`config.mk`:
```
export PLATFORM = sky130hd
export DESIGN_NAME = ibex_lockstep_ctrl
export DESIGN_NICKNAME = d
export VERILOG_FILES = /design/src/rtl/ibex_lockstep_ctrl.sv
export SDC_FILE = /design/constraint.sdc
export NUM_CORES = 1
export LEC_CHECK = 0
export CORE_MARGIN = 3
export CORE_UTILIZATION = 56
export DETAILED_ROUTE_END_ITERATION = 12
export GPL_TIMING_DRIVEN = 0
export PLACE_DENSITY_LB_ADDON = 0.3
export SLEW_MARGIN = 20
export SYNTH_ARGS = -nofsm -noshare
export SYNTH_HDL_FRONTEND = slang
export SYNTH_SLANG_ARGS = --single-unit
```
`constraint.sdc`:
```
create_clock -name clk_i -period 3.76 [get_ports clk_i]
set_input_delay 0.376 -clock clk_i [delete_from_list [all_inputs] [get_ports clk_i]]
set_output_delay 0.376 -clock clk_i [all_outputs]
set_load 0.02 [all_outputs]
```
`src/rtl/ibex_lockstep_ctrl.sv`:
```
// Lockstep shadow-core sequencer: delays reset/fetch release of the shadow core and
// turns raw compare mismatches into minor and sticky major alerts.
module ibex_lockstep_ctrl #(
    parameter int unsigned LockstepOffset = 2,
    parameter int unsigned MismatchThresh = 1,
    parameter int unsigned CntWidth       = 4
) (
    input  logic                clk_i,
    input  logic                rst_i,
    input  logic                fetch_enable_i,
    input  logic                mismatch_i,
    input  logic                bus_mismatch_i,
    output logic                shadow_rst_o,
    output logic                shadow_fetch_enable_o,
    output logic                compare_en_o,
    output logic                alert_minor_o,
    output logic                alert_major_internal_o,
    output logic                alert_major_bus_o,
    output logic [1:0]          state_o,
    output logic [CntWidth-1:0] mismatch_cnt_o
);

    if (LockstepOffset < 1 || LockstepOffset > 15) begin : g_bad_offset
        $error("LockstepOffset must be in 1..15");
    end
    if (MismatchThresh < 1 || MismatchThresh > 15) begin : g_bad_thresh
        $error("MismatchThresh must be in 1..15");
    end
    if (CntWidth < 1) begin : g_bad_cnt_width
        $error("CntWidth must be at least 1");
    end

    typedef enum logic [1:0] {
        StIdle   = 2'd0,
        StWarmup = 2'd1,
        StActive = 2'd2,
        StFault  = 2'd3
    } state_e;

    localparam logic [3:0] WarmLast = 4'(LockstepOffset - 1);
    localparam logic [4:0] Thresh   = 5'(MismatchThresh);

    state_e                  r_state, w_state_d;
    logic [3:0]              r_warm_cnt, w_warm_cnt_d;
    logic [3:0]              r_consec, w_consec_d;
    logic [CntWidth-1:0]     r_cnt, w_cnt_d;
    logic                    r_minor, w_minor_d;
    logic                    r_alert_int, w_alert_int_d;
    logic                    r_alert_bus, w_alert_bus_d;
    logic [LockstepOffset-1:0] r_delay;

    logic [4:0]          w_consec_inc;
    logic [3:0]          w_consec_sat;
    logic [CntWidth-1:0] w_cnt_sat;
    logic                w_thresh_hit;
    logic                w_burst_open;

    assign w_consec_inc = {1'b0, r_consec} + 5'd1;
    assign w_consec_sat = (r_consec == 4'hF) ? 4'hF : w_consec_inc[3:0];
    assign w_cnt_sat    = (&r_cnt) ? r_cnt : r_cnt + CntWidth'(1);
    assign w_thresh_hit = mismatch_i && (w_consec_inc >= Thresh);
    // A burst is still open if it continues this cycle or ran up to the previous one.
    assign w_burst_open = mismatch_i || (r_consec != 4'd0);

    always_comb begin
        w_state_d     = r_state;
        w_warm_cnt_d  = r_warm_cnt;
        w_consec_d    = r_consec;
        w_cnt_d       = r_cnt;
        w_minor_d     = 1'b0;
        w_alert_int_d = r_alert_int;
        w_alert_bus_d = r_alert_bus;
        unique case (r_state)
            StIdle: begin
                if (fetch_enable_i) begin
                    w_state_d    = StWarmup;
                    w_warm_cnt_d = 4'd0;
                end
            end
            StWarmup: begin
                if (r_warm_cnt == WarmLast) begin
                    w_state_d = StActive;
                end else begin
                    w_warm_cnt_d = r_warm_cnt + 4'd1;
                end
            end
            StActive: begin
                if (bus_mismatch_i || w_thresh_hit) begin
                    w_state_d     = StFault;
                    w_alert_bus_d = r_alert_bus | bus_mismatch_i;
                    w_alert_int_d = r_alert_int | w_thresh_hit;
                    w_consec_d    = mismatch_i ? w_consec_sat : 4'd0;
                    if (w_burst_open) begin
                        w_cnt_d = w_cnt_sat;
                    end
                end else if (mismatch_i) begin
                    w_consec_d = w_consec_sat;
                end else if (r_consec != 4'd0) begin
                    w_minor_d  = 1'b1;
                    w_cnt_d    = w_cnt_sat;
                    w_consec_d = 4'd0;
                end
            end
            StFault: begin
            end
            default: w_state_d = StIdle;
        endcase
    end

    always_ff @(posedge clk_i) begin
        if (rst_i) begin
            r_state     <= StIdle;
            r_warm_cnt  <= 4'd0;
            r_consec    <= 4'd0;
            r_cnt       <= '0;
            r_minor     <= 1'b0;
            r_alert_int <= 1'b0;
            r_alert_bus <= 1'b0;
            r_delay     <= '0;
        end else begin
            r_state     <= w_state_d;
            r_warm_cnt  <= w_warm_cnt_d;
            r_consec    <= w_consec_d;
            r_cnt       <= w_cnt_d;
            r_minor     <= w_minor_d;
            r_alert_int <= w_alert_int_d;
            r_alert_bus <= w_alert_bus_d;
            // Truncating cast drops the oldest bit, so this works for a depth of 1 too.
            if (r_state != StIdle) begin
                r_delay <= LockstepOffset'({r_delay, fetch_enable_i});
            end
        end
    end

    assign shadow_rst_o           = (r_state == StIdle);
    assign shadow_fetch_enable_o  = r_delay[LockstepOffset-1];
    assign compare_en_o           = (r_state == StActive);
    assign alert_minor_o          = r_minor;
    assign alert_major_internal_o = r_alert_int;
    assign alert_major_bus_o      = r_alert_bus;
    assign state_o                = r_state;
    assign mismatch_cnt_o         = r_cnt;

endmodule

```
## Yosys cells after proc, flatten, opt, wreduce, memory -nomap -nowiden

Cells that the tools add are included.

- Input bits: 5
- Output and inout port bits: 12
- Word-level logic and storage cells: 60
- Flip-flop bits (word level): 19

- Reduce and logical (&&, ||, !) cells: 17
- Bitwise gates (word level): 3
- $lt $le $gt $ge: 1
- Eq/ne operators: 10
- $add $sub $neg: 3
- Muxes and demuxes: 18

Operators by type and width:

| operator | count |
|---|---|
| $mux 4 | 12 |
| $reduce_and 4->1 | 3 |
| $add 4x1->4 const B | 2 |
| $ne 2x2->1 const B | 4 |
| $pmux 4 s2 | 1 |
| $mux 2 | 3 |
| $pmux 2 s3 | 1 |
| $reduce_bool 2->1 | 3 |
| $reduce_bool 3->1 | 2 |
| $add 4x1->5 const B | 1 |
| $ge 5x1->1 const B | 1 |
| $eq 4x1->1 const B | 1 |
| $eq 4x4->1 const B | 1 |
| $ne 2x1->1 const B | 2 |
| $reduce_and 2->1 | 2 |
| $reduce_bool 4->1 | 1 |
| $reduce_or 4->1 | 1 |
| $reduce_and 3->1 | 1 |
| $eq 2x1->1 const B | 1 |
| $eq 2x2->1 const B | 1 |
| $logic_not 2->1 | 1 |
| $logic_or 1x1->1 | 2 |
| $or 1x1->1 | 2 |
| $logic_and 1x1->1 | 1 |
| other kinds (2) | 2 |

## Logic depth before layout (Yosys ltp)

- Depth in word-level cells: 6
- Depth in mapped cells: 7
- Mapped depth without buffers: 6

## Least setup slack after synthesis

Ideal clock, no wire load.

- Path type: reg-to-reg
- From: register r_state[1] (netlist: state_o[1])
- To: register r_cnt[2] (netlist: mismatch_cnt_o[2])
- Slack: 1.736 ns
- Path buffers: 1
- Cell stages (with the launch flop): 6
- Arrival time: 1.901 ns
- Cells stage by stage: dfxtp_1 ha_1 clkbuf_1 nand2_1 nor4b_2 mux2_1

- Longest elaborated chain between the ends: 2

Ends and longest elaborated chain:

| item | line | source |
|---|---|---|
| start, declared | 43 | `state_e r_state, w_state_d;` |
| start signal, assigned | 112 | `r_state <= StIdle;` |
| start signal, assigned | 121 | `r_state <= w_state_d;` |
| $eq 2x2->1 | - |  |
| net compare_en_o | 15 | `output logic compare_en_o,` |
| $reduce_and 4->1 (no line) | - |  |
| end signal, assigned | 124 | `r_cnt <= w_cnt_d;` |
| end, declared | 46 | `logic [CntWidth-1:0] r_cnt, w_cnt_d;` |

The timed path passes the listed nets, and every way through them passes these cells.
A chain may end at the register's enable or synchronous reset.

## Worst setup path in the final report

- From: register r_consec[0]
- To: register r_state[0] (netlist: state_o[0])

- Longest elaborated chain between the ends: 6

Ends and longest elaborated chain:

| item | line | source |
|---|---|---|
| start, declared | 45 | `logic [3:0] r_consec, w_consec_d;` |
| start signal, assigned | 123 | `r_consec <= w_consec_d;` |
| $add 4x1->5 | 58 | `assign w_consec_inc = {1'b0, r_consec} + 5'd1;` |
| $ge 5x1->1 | 61 | `assign w_thresh_hit = mismatch_i && (w_consec_inc >= Thresh);` |
| $logic_and 1x1->1 | 61 |  |
| $logic_or 1x1->1 | 88 | `if (bus_mismatch_i \|\| w_thresh_hit) begin` |
| $ne 2x1->1 (no line) | - |  |
| $reduce_and 4->1 (no line) | - |  |

No other way between the ends.

==> results_dict.tcl <==
set metrics [dict create \
    worstPathArrival_ns 2.32 \
    yosys.area.top_type "dfxtp_1" \
    wl_per_cell_um 12.9 \
    setup_violations 0 \
    synth.cell_area_um2 1120 \
    finClkSkew_ns 0.00372 \
    synth.area.top_cells "dfxtp_1 34%, ha_1 12%, nor2_1 5.7%" \
    required_ns 3.97 \
    worstPathCellList "inv_1, ha_1, nor4b_2, o21ai_1, o311a_1, mux2_4" \
    cts.sinks 19 \
    maxSlewHeadroom 0.696 \
    antenna_found_initial 0 \
    ys_seq_elements 19 \
    cp_slowest_cell "dfxtp_1" \
    power.leakage_nw 0.517 \
    final_cell_area_um2 1330 \
    rows 15 \
    cts_max_path_buffers 2 \
    layout_min_cycle_time_ns 2.11 \
    worstMarginPinSlew_ns 0.456 \
    die_h_um 50.8 \
    numCtsBuffers 3 \
    synthTopCellsByCount "19 x dfxtp_1, 17 x nor2_1, 11 x ha_1" \
    synthArstFlopShare 0 \
    gp_congestion 0.851 \
    rsz0062_at_grt "no" \
    yosysSeqAreaShare 0.339 \
    cp_top_family "compound AO/OA/AOI/OAI gates" \
    cts_tree "done" \
    via_count 916 \
    ios 17 \
    crit_start "r_consec[0]$_SDFFE_PP0P_" \
    drtPass1Iterations 4 \
    diodes 0 \
    finalHoldViolCount 0 \
    grt_start_max_net_pins 12 \
    drc_errors 0 \
    synthMostInstantiatedCell "dfxtp_1" \
    dieArea_um2 2580 \
    yosysWarningCount 0 \
    drt_iter0_drc 8 \
    drtAntennaViolNets 0 \
    crit_cells 6 \
    postSynthCellCount 125 \
    grt_pass1_vias 872 \
    die_w_um 50.8 \
    hold_start "mismatch_i" \
    synth.top_cell.area_share 0.339 \
    clk_pin_slew_worst_paths_ns 0.12 \
    fmax_mhz 474 \
    insertion_delay_ns 0.30 \
    cp_max_fo 6 \
    htreeDepth 1 \
    track_usage 0.191 \
    vias_per_cell 5.42 \
    critical_path_class "reg -> reg" \
    cp_num_buf_inv 1 \
    syn_nets 141 \
    finalCritPeriodShare 0.561 \
    areaGrowthSynthToFinish_pct 18.6 \
    instances_no_fill 169 \
    drt-total-wl_um 2170 \
    fin_setup_tns_ns 0 \
    p_per_area_nw_per_um2 518 \
    max_stage_delay_ns 0.43 \
    hold_buffers 0 \
    hpwlAfterDp_um 1610 \
    placed_cell_area_um2 1300 \
    ys_types 37 \
    ys.flop_type "dfxtp_1" \
    core_area_um2 1800 \
    drive_gt1_frac 0.0972 \
    critPathLaunchType "flop" \
    globalRouteOverflowTotal 0 \
    ir_worst_vdd_v 0.000495 \
    cts_setup_buffers 0 \
    min_path_type "in -> reg" \
    status "finished, final reports clean" \
    whs_path_depth 3 \
    synth_edf_count 0 \
    fin_nets 161 \
    post-route-util 0.739 \
    cts_resized 0 \
    cap_violations 0 \
    reg2reg_from "r_consec[0]$_SDFFE_PP0P_" \
    io_buffers 15 \
    worstRegToRegCells 6 \
    slew_violations 0 \
    root_buffer "clkbuf_4" \
    start_util 0.623 \
    synth.avg_cell_area_um2 8.98 \
    grt_pass1_wl_um 3810 \
    placedCellCount 165 \
    critPathCaptureType "flop" \
]
==> power by group <==
group | leakage [nW] | internal (mW) | total [mW] | switching (mW)
clock | 0.0177 | 0.0397 | 0.107 | 0.0678
combinational | 0.345 | 0.153 | 0.325 | 0.172
sequential | 0.154 | 0.228 | 0.257 | 0.0284
==> through the flow <==
stage / setup slack, ns / hold slack (ns) / total power [mW]
after floorplan: 1.74 / 0.460 / 0.490
after global routing: 1.49 / 0.460 / 0.737
after CTS: 1.64 / 0.436 / 0.695
after global placement: 1.73 / 0.453 / 0.573
final: 1.65 / 0.444 / 0.689
after detailed placement: 1.66 / 0.455 / 0.586
==> cell usage in the layout, fill, tap and decap left out, types with 3 or more instances in the layout <==
cell	synthesis	routed
nand3_1	4	4
nor2b_1	4	4
clkbuf_1	3	3
mux2i_1	6	6
xnor2_1	3	3
nor2_1	17	17
mux2_1	3	3
clkbuf_4	0	3
clkdlybuf4s50_1	0	15
dfxtp_1	19	19
ha_1	11	11
a21oi_1	4	4
nand2b_1	5	5
inv_1	10	10
nand2_1	6	6
==> logic make-up (layout without fill, tap and decap cells) <==
family,count (synthesis),in the layout,synth area share
simple gates,45,45,0.223
fa+ha+maj,11,11,0.123
compound gates,22,22,0.143
xor+xnor,3,3,0.0234
mux,10,10,0.0970
buf+inv,15,34,0.0524
flops,19,19,0.339
==> routing by layer <==
layer | vias to the layer above | GRT usage | routed length, um
li1 | 472 | - | -
met1 | 427 | 0.239 | 1020
met2 | 13 | 0.324 | 1070
met3 | 4 | 0.0356 | 58
met4 | 0 | 0.0673 | 23
met5 | - | 0 | 0
==> sequential cells by signal, summed over array words and instances, names as in the netlist <==
signal,cells
alert_major_bus_o,1
r_warm_cnt,4
r_delay,2
alert_major_internal_o,1
r_consec,4
alert_minor_o,1
state_o,2
mismatch_cnt_o,4
==> layout make-up <==
class                           instances  area [um2]
Sequential cell                        19         380
Multi-Input combinational cell         91         683
Timing Repair Buffer                   15         150
Inverter                               10        37.5
Tap cell                               25        31.3
Fill cell                             152         470
Buffer                                  5        21.3
Clock buffer                            3        22.5
Clock inverter                          1        5.00
==> final timing paths <==
kind	to	slack (ns)
setup / recovery	state_o[0]$_SDFFE_PP0P_	1.65
hold / removal	r_consec[0]$_SDFFE_PP0P_	0.44
setup reg to reg	state_o[0]$_SDFFE_PP0P_	1.65
hold reg to reg	alert_major_bus_o$_SDFFE_PP0P_	0.48
==> worst register-to-register path, stage by stage (launching register included) <==
cell,delay (ns)
dfxtp_1,0.43
inv_1,0.11
ha_1,0.33
nor4b_2,0.32
o21ai_1,0.16
o311a_1,0.36
mux2_4,0.31
Power figures use the tool's default switching activity.
